File: src/rtl/reg_file_if.sv
// Register-file access bundle: two read ports, one masked write port and a claim port.
interface reg_file_if #(
  parameter int unsigned data_size = 16,
  parameter int unsigned reg_count = 8
);
  localparam int unsigned addr_size = $clog2(reg_count);

  logic [addr_size-1:0]   raddr_a;
  logic [data_size-1:0]   rdata_a;
  logic                   busy_a;
  logic [addr_size-1:0]   raddr_b;
  logic [data_size-1:0]   rdata_b;
  logic                   busy_b;
  logic                   wenable;
  logic [addr_size-1:0]   waddr;
  logic [data_size-1:0]   wdata;
  logic [data_size/8-1:0] wmask;
  logic                   claim;
  logic [addr_size-1:0]   claim_addr;

  modport master (
    output raddr_a, raddr_b, wenable, waddr, wdata, wmask, claim, claim_addr,
    input  rdata_a, busy_a, rdata_b, busy_b
  );

  modport slave (
    input  raddr_a, raddr_b, wenable, waddr, wdata, wmask, claim, claim_addr,
    output rdata_a, busy_a, rdata_b, busy_b
  );
endinterface

File: src/rtl/reg_file.sv
// Architectural register file: byte-masked write, write-to-read bypass on both read
// ports, and a per-register busy scoreboard set by claims and cleared by writeback.
module reg_file #(
  parameter int unsigned data_size = 16,
  parameter int unsigned reg_count = 8,
  parameter int unsigned zero_reg  = 1
) (
  input  logic       clk,
  input  logic       rstn,
  reg_file_if.slave  bus
);
  localparam int unsigned addr_size = $clog2(reg_count);
  localparam int unsigned lanes     = data_size / 8;

  logic [data_size-1:0] r_mem [reg_count];
  logic [reg_count-1:0] r_busy;

  logic                 w_wr_ok;
  logic                 w_claim_ok;
  logic [addr_size-1:0] w_raddr [2];
  logic [data_size-1:0] w_rdata [2];
  logic                 w_busy  [2];

  // Writable/claimable: inside the array and not the hardwired zero register.
  function automatic logic addr_ok(input logic [addr_size-1:0] a);
    return (32'(a) < reg_count) && !((zero_reg != 0) && (a == '0));
  endfunction

  function automatic logic [data_size-1:0] merge(input logic [data_size-1:0] old_v,
                                                 input logic [data_size-1:0] new_v,
                                                 input logic [lanes-1:0]     m);
    logic [data_size-1:0] res;
    res = old_v;
    for (int unsigned i = 0; i < lanes; i++) begin
      if (m[i]) res[8*i +: 8] = new_v[8*i +: 8];
    end
    return res;
  endfunction

  assign w_wr_ok    = bus.wenable && addr_ok(bus.waddr);
  assign w_claim_ok = bus.claim && addr_ok(bus.claim_addr);

  // Storage and scoreboard; a claim beats a completing write to the same register.
  always_ff @(posedge clk or negedge rstn) begin
    if (!rstn) begin
      for (int unsigned r = 0; r < reg_count; r++) r_mem[r] <= '0;
      r_busy <= '0;
    end else begin
      for (int unsigned r = 0; r < reg_count; r++) begin
        if (w_wr_ok && (bus.waddr == addr_size'(r)))
          r_mem[r] <= merge(r_mem[r], bus.wdata, bus.wmask);
        if (w_claim_ok && (bus.claim_addr == addr_size'(r)))
          r_busy[r] <= 1'b1;
        else if (w_wr_ok && (bus.waddr == addr_size'(r)))
          r_busy[r] <= 1'b0;
      end
    end
  end

  assign w_raddr[0] = bus.raddr_a;
  assign w_raddr[1] = bus.raddr_b;

  // Read ports: stored value, overridden by a same-cycle write; held at 0 in reset.
  always_comb begin
    for (int p = 0; p < 2; p++) begin
      w_rdata[p] = '0;
      w_busy[p]  = 1'b0;
      for (int unsigned r = 0; r < reg_count; r++) begin
        if (w_raddr[p] == addr_size'(r)) begin
          w_rdata[p] = r_mem[r];
          w_busy[p]  = r_busy[r];
        end
      end
      if ((zero_reg != 0) && (w_raddr[p] == '0)) begin
        w_rdata[p] = '0;
        w_busy[p]  = 1'b0;
      end
      if (w_wr_ok && (bus.waddr == w_raddr[p])) begin
        w_rdata[p] = merge(w_rdata[p], bus.wdata, bus.wmask);
        if (!(w_claim_ok && (bus.claim_addr == w_raddr[p]))) w_busy[p] = 1'b0;
      end
      if (!rstn) begin
        w_rdata[p] = '0;
        w_busy[p]  = 1'b0;
      end
    end
  end

  assign bus.rdata_a = w_rdata[0];
  assign bus.busy_a  = w_busy[0];
  assign bus.rdata_b = w_rdata[1];
  assign bus.busy_b  = w_busy[1];
endmodule

File: src/flat_wrapper.sv
// flat-port wrapper written by rule: the top's interface ports become plain ports
module reg_file_flat 
#(
  parameter int unsigned data_size = 16,
  parameter int unsigned reg_count = 8,
  parameter int unsigned zero_reg  = 1
)
  (clk, rstn, bus_raddr_a, bus_raddr_b, bus_wenable, bus_waddr, bus_wdata, bus_wmask, bus_claim, bus_claim_addr, bus_rdata_a, bus_busy_a, bus_rdata_b, bus_busy_b);
  reg_file_if #(.data_size(data_size), .reg_count(reg_count)) bus_i ();
  input  logic clk;
  input  logic rstn;
  input wire logic [$bits(bus_i.raddr_a)-1:0] bus_raddr_a;
  input wire logic [$bits(bus_i.raddr_b)-1:0] bus_raddr_b;
  input wire logic [$bits(bus_i.wenable)-1:0] bus_wenable;
  input wire logic [$bits(bus_i.waddr)-1:0] bus_waddr;
  input wire logic [$bits(bus_i.wdata)-1:0] bus_wdata;
  input wire logic [$bits(bus_i.wmask)-1:0] bus_wmask;
  input wire logic [$bits(bus_i.claim)-1:0] bus_claim;
  input wire logic [$bits(bus_i.claim_addr)-1:0] bus_claim_addr;
  output wire logic [$bits(bus_i.rdata_a)-1:0] bus_rdata_a;
  output wire logic [$bits(bus_i.busy_a)-1:0] bus_busy_a;
  output wire logic [$bits(bus_i.rdata_b)-1:0] bus_rdata_b;
  output wire logic [$bits(bus_i.busy_b)-1:0] bus_busy_b;
  assign bus_i.raddr_a = bus_raddr_a;
  assign bus_i.raddr_b = bus_raddr_b;
  assign bus_i.wenable = bus_wenable;
  assign bus_i.waddr = bus_waddr;
  assign bus_i.wdata = bus_wdata;
  assign bus_i.wmask = bus_wmask;
  assign bus_i.claim = bus_claim;
  assign bus_i.claim_addr = bus_claim_addr;
  assign bus_rdata_a = bus_i.rdata_a;
  assign bus_busy_a = bus_i.busy_a;
  assign bus_rdata_b = bus_i.rdata_b;
  assign bus_busy_b = bus_i.busy_b;
  reg_file #(.data_size(data_size), .reg_count(reg_count), .zero_reg(zero_reg)) u_core (.clk(clk), .rstn(rstn), .bus(bus_i));
endmodule
File: config.mk
export PLATFORM = sky130hd
export DESIGN_NAME = reg_file_flat
export DESIGN_NICKNAME = d
export VERILOG_FILES = /design/src/rtl/reg_file_if.sv /design/src/rtl/reg_file.sv /design/src/flat_wrapper.sv
export SDC_FILE = /design/constraint.sdc
export NUM_CORES = 1
export LEC_CHECK = 0
export BUFFER_PORTS_ARGS = -buffer_cell sky130_fd_sc_hd__buf_2
export CORE_UTILIZATION = 54
export DETAILED_ROUTE_END_ITERATION = 8
export PLACE_DENSITY = 0.85
export SETUP_SLACK_MARGIN = 0.2
export SYNTH_ARGS = -nofsm -noshare
export SYNTH_HDL_FRONTEND = slang
export SYNTH_SLANG_ARGS = --single-unit
export TNS_END_PERCENT = 10
File: constraint.sdc
create_clock -name clk -period 1.3 [get_ports clk]
set_input_delay 0 -clock clk [delete_from_list [all_inputs] [get_ports clk]]
set_output_delay 0 -clock clk [all_outputs]
set_load 0.1 [all_outputs]
== After elaboration in Yosys (flattened, before gate mapping) ==
Cells that the tools add are included.

* Logic and storage cells: 160
* Bits in registers: 119
* Bits of input ports: 34

* Equality and inequality tests: 32
* Reductions and logical operators: 47
* Muxes and demuxes: 60

{| class="wikitable"
|+ Operator list
! kind !! count
|-
| 2-to-1 mux 16 bit || 20
|-
| equality test 3 bit (second input constant) || 16
|-
| 2-to-1 mux 1 bit || 36
|-
| 2-to-1 mux 8 bit || 4
|-
| AND reduction 2 bit || 14
|-
| equality test 3 x 2 -> 1 bit (second input constant) || 8
|-
| logical AND 1 bit || 20
|-
| nonzero test 2 bit || 7
|-
| equality test 3 x 1 -> 1 bit (second input constant) || 4
|-
| equality test 3 bit || 4
|-
| zero test 3 bit || 4
|-
| zero test 1 bit || 2
|}

== Depth between registers and ports, before layout ==
Gate-level depths: netlist of run 1.

* Depth after elaboration: 12
* Mapped depth: 7
* Mapped depth without buffers: 4

== Worst setup path after synthesis of run 1 ==
OpenSTA, ideal clock, no wires.

* Kind: register -> output
* Start: reg u_core.r_busy[4]
* End: out bus_busy_b
* Stages on the path, launching flop included: 4
* Path buffers: 0
* Required time: 1.300 ns
* Arrival time: 2.605 ns
* Slack: -1.305 ns
* Path through: dfrtp_1 mux2i_1 mux4_2 nor4_2

* Cells in the longest elaborated chain, start to end: 8

{| class="wikitable"
|+ Ends and longest elaborated chain
! element !! RTL line !! text
|-
| start, declared || reg_file.sv:16 || <nowiki>logic [reg_count-1:0] r_busy;</nowiki>
|-
| start signal, assigned || reg_file.sv:47 || <nowiki>r_busy <= '0;</nowiki>
|-
| start signal, assigned by index || reg_file.sv:53 || <nowiki>r_busy[r] <= 1'b1;</nowiki>
|-
| start signal, assigned by index || reg_file.sv:55 || <nowiki>r_busy[r] <= 1'b0;</nowiki>
|-
| 2-to-1 mux 1 bit * (4 in a row) || reg_file.sv:69 || <nowiki>if (w_raddr[p] == addr_size'(r)) begin</nowiki>
|-
| 2-to-1 mux 1 bit * || reg_file.sv:74 || <nowiki>if ((zero_reg != 0) && (w_raddr[p] == '0)) begin</nowiki>
|-
| 2-to-1 mux 1 bit || reg_file.sv:80 || <nowiki>if (!(w_claim_ok && (bus.claim_addr == w_raddr[p]))) w_busy[p] = 1'b0;</nowiki>
|-
| 2-to-1 mux 1 bit * || reg_file.sv:78 || <nowiki>if (w_wr_ok && (bus.waddr == w_raddr[p])) begin</nowiki>
|-
| 2-to-1 mux 1 bit * || reg_file.sv:82 || <nowiki>if (!rstn) begin</nowiki>
|-
| end, declared || flat_wrapper.sv:23 || <nowiki>output wire logic [$bits(bus_i.busy_b)-1:0] bus_busy_b;</nowiki>
|}

Every way passes the cells marked *; elsewhere a longest branch is shown, timed or not.

== Worst setup path in the final report of run 1 ==
* Start: reg u_core.r_mem[30] (netlist name)
* End: out bus_rdata_b[14]

* Cells in the longest elaborated chain, start to end: 6

{| class="wikitable"
|+ Ends and longest elaborated chain
! element !! RTL line !! text
|-
| start, declared || reg_file.sv:15 || <nowiki>logic [data_size-1:0] r_mem [reg_count];</nowiki>
|-
| start signal, assigned by index || reg_file.sv:51 || <nowiki>r_mem[r] <= merge(r_mem[r], bus.wdata, bus.wmask);</nowiki>
|-
| 2-to-1 mux 16 bit * (2 in a row) || reg_file.sv:69 ||
|-
| 2-to-1 mux 16 bit * || reg_file.sv:74 ||
|-
| 2-to-1 mux 8 bit || reg_file.sv:35 || <nowiki>if (m[i]) res[8*i +: 8] = new_v[8*i +: 8];</nowiki>
|-
| 2-to-1 mux 16 bit * || reg_file.sv:78 ||
|-
| 2-to-1 mux 16 bit * || reg_file.sv:82 ||
|-
| end, declared || flat_wrapper.sv:22 || <nowiki>output wire logic [$bits(bus_i.rdata_b)-1:0] bus_rdata_b;</nowiki>
|}

Marked as above.

==> results.md, run 1 <==
* Net count of the finished layout at 815
* Most common cell in the netlist: mux2_2
* FF-to-FF setup slack at ~160 ps
* Total wire length at 28.61 mm
* Combinational share of power at about two fifths
* Worst slew pin tran at around 670 ps
* CTS sink count at roughly 120
* P_sw at between 5 and 6 mW
* Chip width at between 100 and 150 um
* Final period demand of the worst path at roughly 2100 ps
* DRT met1 WL at slightly above 10 mm
* Max FO, Critical Path at 3
* Clock Latency Late Sink at around 420 ps
* Routed wl met3 at 3.215 mm
* Drt first pass iters at 7
* TritonCTS clock tree: yes
* Die footprint at about 13000 um^2
* Worst Path Required at approximately 1300 ps
* Worst Hold Class: in2reg
* Area of the multi-input gates at 4258 um^2
* Fin. max-slew vios at 0
* Setup crit start: u_core.r_mem[30]
* Input/output buffers at 67
* Switching Fraction at between 30% and 40%
* Most frequent cells after synthesis: mux2_2, dfrtp_1, nand2_1
* Top Ports at slightly below 70
* Clk_skew at 0 ps
* Share of layout cells above drive strength 1 at 58.66%
* Max IR drop VDD at between 1000 and 1500 uV
* Vias in the first global route at 7009
* Overall Power at about 16 mW
* Fillcell total at roughly 590
* Yosys cell types at 48
* Leakage power at ~4.6 nW
* Post-route cell area at approximately 10000 um^2
* Crit path cell chain: mux4_2 -> nand2_1 -> o21ai_1 -> a22o_1 -> buf_12
* Top routing layer in use: met4
* Pint at approximately 10 mW
* Status: finished, violations left
* Final hold slack at roughly 28 ps
* Max frequency at 0.4759 GHz
* GPL Wtd Cong at between 0.8 and 0.9
* CP endpoint kind: output pin
* Register area at just under 3000 um^2
* Startpoint types: register
* Crit Path Class: reg2out
* Top post-synthesis cells by area: dfrtp_1, mux2_2, mux4_2, mux2i_1, nand2_1
* Pwr dens at 1502 nW/um^2
* Failing checks: negative setup slack
* Slew headroom at a little under three fifths
* Global-route wire length before repair at just over 40 mm
* Synth top area share at 42.42%
* Worst path top cell family by delay: multiplexers
* Root Driver: clkbuf_16
* Post-route ant nets at 0
* Part of the cycle the worst path needs at 161.7%
* Primary FF master, synth: dfrtp_1
* Initial Util at 55.41%
* Hold Vio Cnt, Final at 0
* Global route total overflow at 0
* Row cnt at 41
* Placed inst area at roughly 9400 um^2
* Htree depth at 4
* Dpl cells at about 900
* Chip height at 116.0 um
* GRT Resource Usage Total at 42.56%
* Via density at around 7
* Max_cap viols at 0
* Avg Cell Area, Syn at about 12 um^2
* Area growth syn-to-layout at 49.05%
* Crit path largest cell delay at approximately 500 ps
* Clock Pin Slew Worst Setup and Hold Paths at roughly 60 ps
* WL met2 at about 13 mm
* Critical path buffers and inverters at 1
* Via count at approximately 7k
* Worst Path Arrival at 2100 ps
* Clock power frac at around 27%
* Area of the mapped netlist at ~7000 um^2
* EDFF count, synth at 0
* HP Start: bus_claim_addr[1]
* Setup WS post-layout at -801.5 ps
* Initial antenna violation count at 1
* Synthesis warning total at 0
* Post-synth ARST share at 100.0%
* Mapped Cells at 577
* Sequential Power Share at about a third
* Yosys reg bits at approximately 120
* DP HPWL at around 15 mm
* CORE AREA at approximately 13000 um^2
* Iter 0 DRT Violations at 1106
* Final setup vio count at 34
* Seq/Total Area, Yosys at between 40% and 50%
* Slowest CP cell: mux4_2
* Non-Filler Instances at ~960
* Routed wire per std cell at just under 30 um
* Pin count of the biggest net entering global routing at between 60 and 70
* Yosys top cell by area: dfrtp_1
* Post-Syn Nets at around 600
* Unrepaired setup endpoints after global routing: true
* Post-route DRC at 0
* Clk buf depth at 2
* Worst r2r src: u_core.r_mem[103]
* Num CTS Buffers at 17
[layout make-up]
type | count | area share, %
clock buffers | 24 | 4.604
well taps | 172 | 2.057
inverters | 3 | 0.1076
diodes | 1 | 0.02391
clock inverters | 5 | 0.2391
repair buffers | 237 | 23.82
flip-flops and latches | 119 | 28.46
multi-input cells | 403 | 40.69
[per-stage QoR]
stage / TNS, ps / setup WS [ps] / util (%)
floorplan: -9098 / -634.4 / -
global placement: -6539 / -235.6 / 74.21
detailed placement: -8344 / -297.6 / 74.21
CTS: -18100 / -633.8 / 81.21
global route: -21430 / -980.6 / 82.58
finish: -20330 / -801.5 / 82.58
[worst reg2reg max path, stage by stage (launching register included)]
cell     delay [ps]
dfrtp_1         510
buf_4           240
mux2_2          270
[flip-flops by register name (all words and copies together), names as in the netlist]
register       count
u_core.r_mem     112
u_core.r_busy      7
[kinds of logic (layout without fill, tap and decap cells)]
logic type	count (synthesis)	count (layout)	share of synthesized area [%]
muxes	197	197	34.02
AOI/OAI and AO/OA	119	119	12.62
xor gates and xnor gates	12	12	1.497
and+or+nand+nor	75	75	5.204
other	0	1	0
buffers and inverters	55	269	4.242
DFF	119	119	42.42
[path summary, 6_finish.rpt]
| kind | to | depth (start not counted) |
|---|---|---|
| worst max-delay path | bus_rdata_b[14] | 5 |
| worst min-delay path | u_core.r_busy[4] | 3 |
| worst max register to register | u_core.r_mem[103] | 2 |
| worst min register to register | u_core.r_mem[20] | 1 |
| max in group asynchronous | u_core.r_mem[74] | 3 |
| min in group asynchronous | u_core.r_busy[3] | 3 |
[cells in the final DEF (no fill, tap or decap), types with 5 or more instances in the layout]
cell type / n
dlygate4sd3_1: 24
xor2_1: 6
clkinv_2: 5
o21ai_0: 13
mux2i_4: 5
mux2_1: 5
dfrtp_1: 119
o21ai_1: 12
buf_12: 58
mux2_2: 137
o22ai_2: 6
a22oi_1: 15
clkbuf_16: 17
a221oi_2: 12
o2bb2ai_4: 5
nor2_1: 9
nand2b_1: 6
buf_4: 121
mux4_2: 19
buf_2: 32
nand2_1: 37
o2bb2ai_2: 11
a22o_1: 16
mux2i_1: 26
o22ai_1: 11
[metal layers]
| metal | track usage, % | vias to the layer above |
|---|---|---|
| met5 | 0 | - |
| met4 | 30.94 | 0 |
| met3 | 11.45 | 213 |
| met2 | 65.24 | 662 |
| met1 | 52.04 | 3341 |
| li1 | - | 2620 |
[repair_timing]
action | CTS | global route
hold buffers | 24 | 0
gates resized for setup | 24 | 24
setup endpoints to repair | 34 | 102
pin swaps | 11 | 4
hold endpoints to repair | 234 | 0
setup buffers | 4 | 8
[power by group through the flow]
stage,clock network [mW],logic (mW),registers [mW]
floorplan,0,3.30,5.03
global placement,0,4.97,5.11
detailed placement,0,5.19,5.23
CTS,4.15,5.55,5.21
global route,4.39,6.29,5.41
finish,4.22,6.09,5.41
Power figures use the tool's default switching activity.
==> inputs of run 2 (changes only) <==
--- a/config.mk
+++ b/config.mk
@@ -9,7 +9,9 @@
 export CORE_UTILIZATION = 54
 export DETAILED_ROUTE_END_ITERATION = 8
 export PLACE_DENSITY = 0.85
+export RECOVER_POWER = 100
 export SETUP_SLACK_MARGIN = 0.2
+export SKIP_LAST_GASP = 1
 export SYNTH_ARGS = -nofsm -noshare
 export SYNTH_HDL_FRONTEND = slang
 export SYNTH_SLANG_ARGS = --single-unit
==> run 2 against run 1 <==
  * The flow finishes with violations (design-rule violations, negative setup slack)
  * First-iteration DRC count shrank 5.6%
  * Register-to-register slack gained 90 ps
  * Final area shrank 2.6%
  * Clock skew is the same
  * Global-route usage shrank 0.20 points
  * Fmax grew 0.38%
  * Flip-flop and latch count is the same
  * Setup slack gained 8.0 ps
  * Total power shrank 1.3%
  * Non-clock buffer count shrank 7
==> results.md, run 2 (synthesis gave the netlist of run 1 again) <==
* Dpl cells at 898 (unchanged)
* Largest reg by FF count: u_core.r_mem
* Combinational share of power at 37.8% (-0.9 points)
* Iter 0 DRT Violations at 1044 (-5.6%)
* DP HPWL at 15.13 mm (unchanged)
* Worst Hold Class: in2reg
* Non-Filler Instances at 958 (-0.62%)
* Drt first pass iters at 9 (+2)
* Final hold slack at 29.62 ps (+1.355 ps)
* Top Registers: u_core.r_mem: 112 flops, u_core.r_busy: 7 flops
* CP endpoint kind: output pin
* Input/output buffers at 67 (unchanged)
* Total wire length at 28.57 mm (-0.15%)
* Unrepaired setup endpoints after global routing: true
* Chip width at 116.0 um (unchanged)
* Switching Fraction at 36.20% (-0.079 points)
* Row cnt at 41 (unchanged)
* Top Ports at 68 (unchanged)
* CORE AREA at 12670 um^2 (unchanged)
* Final Util at 80.47% (-2.1 points)
* Die footprint at 13460 um^2 (unchanged)
* Area growth syn-to-layout at 45.23%
* Clock Latency Late Sink at 430 ps (about the same)
* Clock power frac at 27.3% (+0.4 points)
* Post-route ant nets at 0 (unchanged)
* Max FFs per register at 112 (unchanged)
* Final setup vio count at 134 (+290%)
* Crit Path Class: reg2out
* Worst Path Arrival at 2090 ps (about the same)
* Initial Util at 55.41% (unchanged)
* Worst Path Required at 1300 ps (about the same)
* Clock Pin Slew Worst Setup and Hold Paths at 50 ps (about the same)
* Final period demand of the worst path at 2094 ps (-7.952 ps)
* Via count at 6863 (+0.39%)
* Global route total overflow at 0 (unchanged)
* Chip height at 116.0 um (unchanged)
* GRT Resource Usage Total at 42.36% (-0.20 points)
* Net count of the finished layout at 808 (-0.86%)
* Status: finished, violations left
* Max frequency at 0.4777 GHz (+0.38%)
* Commonest non-fill, non-tap cells in the layout: mux2_2, dfrtp_1, buf_4
* Sequential Power Share at 34.9% (+0.5 points)
* Leakage power at 4.452 nW (-2.5%)
* Worst slew pin tran at 894.4 ps (+222.5 ps)
* GPL Wtd Cong at 0.8944 (unchanged)
* CTS sink count at 119 (unchanged)
* Global-route wire length before repair at 40.75 mm (-0.91%)
* Via density at 7.164 (+1.0%)
* Share of layout cells above drive strength 1 at 55.87% (-2.8 points)
* Overall Power at 15.51 mW (-1.3%)
* Fin. max-slew vios at 0 (unchanged)
* Slew headroom at 40.38% (-15 points)
* Failing checks: design-rule violations, negative setup slack
* Post-route DRC at 1 (+1)
* Commonest non-fill, non-tap cell in the layout: mux2_2
* Htree depth at 4 (unchanged)
* Part of the cycle the worst path needs at 161.0% (-0.61 points)
* Pin count of the biggest net entering global routing at 68 (unchanged)
* Initial antenna violation count at 1 (unchanged)
* Routed wire per std cell at 29.82 um (+0.48%)
* Clk buf depth at 2 (unchanged)
* Pwr dens at 1522 nW/um^2 (+1.3%)
* Clk_skew at 0 ps (unchanged)
* Setup WS post-layout at -793.5 ps (+7.952 ps)
* Root Driver: clkbuf_16
* Hold Vio Cnt, Final at 0 (unchanged)
* P_sw at 5.615 mW (-1.5%)
* Vias in the first global route at 6941 (-0.97%)
* Num CTS Buffers at 17 (unchanged)
* TritonCTS clock tree: yes
* Max FO, Critical Path at 2 (-1)
* Startpoint types: register
* Pint at 9.898 mW (-1.2%)
* Max IR drop VDD at 1213 uV (-11%)
* Max_cap viols at 0 (unchanged)
[run 2: path summary, 6_finish.rpt]
kind	from	endpoint	slack, ps	depth (start not counted)
max	u_core.r_mem[54]	bus_rdata_b[6]	-790	5
min	bus_claim_addr[1]	u_core.r_busy[1]	30	3
max reg2reg	u_core.r_mem[56]	u_core.r_mem[56]	250	2
min reg2reg	u_core.r_mem[74]	u_core.r_mem[74]	540	1
max in group asynchronous	rstn	u_core.r_mem[58]	-170	3
min in group asynchronous	rstn	u_core.r_busy[2]	670	3
[run 2: worst max-delay path: stages, from the launching register on]
cell	delay (ps)
dfrtp_1	450
mux4_2	540
nand2_1	110
o21ai_0	120
a22o_1	260
buf_12	180
[run 2: final cells by class]
cell class / count / area, um^2
multi-input cells: 403 / 4177
flip-flops and latches: 119 / 2978
fillers: 636 / 2475
repair buffers: 230 / 2303
clock buffers: 24 / 481.7
well taps: 172 / 215.2
clock inverters: 5 / 25.02
inverters: 3 / 11.26
diodes: 2 / 5.005
[run 2: per-stage QoR]
stage / cell area [um^2] / setup slack (ps) / setup TNS, ps
after detailed placement: 9403 / -297.6 / -8344
after global placement: 9403 / -235.6 / -6539
final: 10200 / -793.5 / -33280
after CTS: 10190 / -633.8 / -19450
after floorplan: 7407 / -634.4 / -9098
after global routing: 10190 / -911.1 / -43870
[run 2: power groups by stage]
stage,registers [mW],clock network [mW],logic (mW)
2_1_floorplan,5.03,0,3.30
3_3_place_gp,5.11,0,4.97
3_5_place_dp,5.23,0,5.19
4_1_cts,5.20,4.15,5.43
5_1_grt,5.42,4.41,6.10
6_report,5.41,4.23,5.87
[run 2: timing repair]
action,CTS,global route
hold buffers,24,0
setup endpoints to repair,34,101
pin swaps,0,8
buffers inserted,4,1
gates cloned,0,0
endpoints found under the hold margin,234,0
resized for setup,6,27
[run 2: routing by layer]
metal / vias to the layer above / share of wire, % / global-route usage, % / wire (um)
met5: - / 0 / 0 / 0
met4: 0 / 7.6 / 28.72 / 2166
met3: 247 / 12 / 12.81 / 3359
met2: 673 / 45 / 64.92 / 12950
met1: 3336 / 35 / 51.73 / 10100
li1: 2607 / - / - / -
==> inputs of run 3 (changes only) <==
--- a/config.mk
+++ b/config.mk
@@ -6,9 +6,9 @@
 export NUM_CORES = 1
 export LEC_CHECK = 0
 export BUFFER_PORTS_ARGS = -buffer_cell sky130_fd_sc_hd__buf_2
-export CORE_UTILIZATION = 54
+export CORE_UTILIZATION = 56
 export DETAILED_ROUTE_END_ITERATION = 8
-export PLACE_DENSITY = 0.85
+export PLACE_DENSITY = 0.87
 export RECOVER_POWER = 100
 export SETUP_SLACK_MARGIN = 0.2
 export SKIP_LAST_GASP = 1
==> run 3 against run 2 <==
  * The flow finishes with violations (negative setup slack)
  * Clock power rose by 20%
  * Critical path depth stayed put
  * Wire length is 13% higher
  * First-iteration DRC count is 17% higher
  * Clock skew is the same
  * Via count up 6.4%
  * Worst hold slack improved by 16 ps
  * Total power up 7.7%
  * Critical path type unchanged
  * Highest routed layer is now met5
==> results.md, run 3 (synthesis gave the netlist of run 1 again) <==
* Status: finished, violations left
* Failing checks: negative setup slack
* Ant diodes at 0 (-2)
* Setup WS post-layout at -1230 ps (-436.5 ps)
* Max FO, Critical Path at 3 (+1)
* CORE AREA at 12110 um^2 (-4.4%)
* Post-route DRC at 0 (-1)
* Via density at 7.660 (+6.9%)
* Sequential Power Share at 32.4% (-2.5 points)
* Total wire length at 32.23 mm (+13%)
* Max_cap viols at 0 (unchanged)
* Slew headroom at 29.34% (-11 points)
* GRT Resource Usage Total at 47.70% (+5.3 points)
* Startpoint types: register
* Crit path cell chain: mux2i_2 -> o22ai_1 -> a221oi_1 -> o2bb2ai_2 -> buf_12
* Fin. max-slew vios at 0 (unchanged)
* Crit Path Class: reg2out
* Max IR drop VDD at 1340 uV (+10%)
* Hold Vio Cnt, Final at 0 (unchanged)
* Commonest non-fill, non-tap cells in the layout: mux2_2, dfrtp_1, buf_4
* Worst slew pin tran at 1060 ps (+165.6 ps)
* CTS sink count at 119 (unchanged)
* Iter 0 DRT Violations at 1224 (+17%)
* Worst Path Required at 1300 ps (about the same)
* Via count at 7300 (+6.4%)
* Worst Path Arrival at 2530 ps (+440 ps)
* Post-route cell area at 10360 um^2 (+1.6%)
* Routed wire per std cell at 33.82 um (+13%)
* Final hold slack at 45.56 ps (+15.94 ps)
* Top Ports at 68 (unchanged)
* RR Endpoint: u_core.r_mem[23]
* Pin count of the biggest net entering global routing at 75 (+10%)
* Initial Util at 57.96% (+2.6 points)
* Final period demand of the worst path at 2530 ps (+436.5 ps)
* Net count of the finished layout at 806 (-0.25%)
* CP endpoint kind: output pin
* Worst r2r src: u_core.r_mem[23]
* Drt first pass iters at 8 (-1)
* Pwr dens at 1612 nW/um^2 (+6.0%)
* Unrepaired setup endpoints after global routing: true
* Clk_skew at 0 ps (unchanged)
* Chip height at 114.0 um (-1.8%)
* Final setup vio count at 145 (+8.2%)
* Max frequency at 0.3953 GHz (-17%)
* Part of the cycle the worst path needs at 194.6% (+34 points)
* Worst Hold Depth at 3 (unchanged)
* Placed inst area at 9228 um^2 (-1.9%)
* Hold Crit Endpoint: u_core.r_busy[4]
* Area growth syn-to-layout at 47.55%
* P_sw at 6.032 mW (+7.4%)
* Share of layout cells above drive strength 1 at 57.71% (+1.8 points)
* Initial antenna violation count at 1 (unchanged)
* Crit path largest cell delay at 490 ps (-50 ps)
* Top Registers: u_core.r_mem: 112 flops, u_core.r_busy: 7 flops
* Die footprint at 12990 um^2 (-3.5%)
* Cts-stage hold buffer count at 22 (-8.3%)
* Leakage power at 4.535 nW (+1.9%)
* Input/output buffers at 67 (unchanged)
* TritonCTS clock tree: yes
* Clock Pin Slew Worst Setup and Hold Paths at 60 ps (about the same)
* Root Driver: clkbuf_16
* Clk buf depth at 2 (unchanged)
* Pint at 10.67 mW (+7.8%)
* Clock Latency Late Sink at 430 ps (about the same)
* HP Start: bus_claim_addr[1]
* Switching Fraction at 36.12% (-0.082 points)
* Vias in the first global route at 7331 (+5.6%)
* Chip width at 114.0 um (-1.8%)
* Global route total overflow at 0 (unchanged)
* Clock power frac at 30.4% (+3.1 points)
* FF-to-FF setup slack at 220 ps (-30 ps)
* Slowest CP cell: mux2i_2
* DP HPWL at 15.99 mm (+5.7%)
* Htree depth at 4 (unchanged)
* Post-route ant nets at 0 (unchanged)
* Commonest non-fill, non-tap cell in the layout: mux2_2
* Max FFs per register at 112 (unchanged)
* GPL Wtd Cong at 0.8683 (-2.9%)
* Combinational share of power at 37.2% (-0.6 points)
* Worst Hold Class: in2reg
* Largest reg by FF count: u_core.r_mem
* Cells on worst reg2reg path at 3 (+1)
* Row cnt at 40 (-2.4%)
* Num CTS Buffers at 17 (unchanged)
* Global-route wire length before repair at 44.48 mm (+9.1%)
-- run 3: changes by cell type in the layout (fill, tap and decap cells not counted), moves of 4 or more --
cell and change:
clkbuf_2 -11, nand2_1 -5, buf_6 -5, a221oi_2 -4, clkbuf_1 -5, buf_4 +12
nand2_2 +5
-- run 3: metal layers --
metal	up-vias	wire (um)	part of all wire (%)	global-route usage (%)
met4	2	3066	9.5	36.19
li1	2608	-	-	-
met2	890	13740	43	70.95
met5	-	13	0.040	0
met1	3461	10720	33	57.70
met3	339	4696	15	15.62
-- run 3: how the worst max path moves through the flow --
stage / from / endpoint / slack [ps] / cells past startpoint
2_1_floorplan: u_core.r_busy[4] / bus_busy_b / -630 / 3
3_3_place_gp: bus_raddr_a[0] / bus_rdata_a[8] / -370 / 5
3_5_place_dp: bus_raddr_a[0] / bus_rdata_a[8] / -410 / 5
4_1_cts: u_core.r_busy[5] / bus_busy_b / -610 / 4
5_1_grt: u_core.r_mem[32] / bus_rdata_a[0] / -1270 / 6
6_report: u_core.r_mem[64] / bus_rdata_a[0] / -1230 / 5
-- run 3: stage by stage --
step | instances | setup TNS, ps | setup slack (ps) | power, mW | util (%)
finish | 953 | -31940 | -1230 | 16.70 | 85.53
global route | 953 | -30790 | -1271 | 16.98 | 85.53
CTS | 953 | -18740 | -606.1 | 15.82 | 84.76
detailed placement | 883 | -12480 | -413.9 | 10.42 | 76.19
global placement | 883 | -9191 | -365.1 | 10.02 | 76.19
floorplan | 577 | -9098 | -634.4 | 8.337 | -
-- run 3: critical path: cells and delay by family (launching register included) --
family	cells	cell delay, ps
AOI/OAI and AO/OA	3	980
muxes	1	490
DFF	1	440
buffers and inverters	1	180
-- run 3: power by group through the flow --
stage                     Combinational, mW  Sequential (mW)  Clock (mW)
after floorplan                        3.30             5.03           0
after global placement                 4.94             5.08           0
after detailed placement               5.21             5.20           0
after CTS                              5.69             5.18        4.95
after global routing                   6.36             5.40        5.22
final                                  6.22             5.41        5.08
-- run 3: final cells by class --
type	instances	area, um^2
multi-input cells	403	4232
flip-flops and latches	119	2978
repair buffers	228	2310
fillers	493	1753
clock buffers	23	498.0
well taps	168	210.2
clock inverters	9	120.1
inverters	3	11.26
-- run 3: timing repair --
item / in CTS / in global routing
pin swaps: 1 / 5
endpoints found under the setup margin: 34 / 51
setup buffers: 16 / 0
hold endpoints to repair: 151 / 5
gates resized for setup: 21 / 18
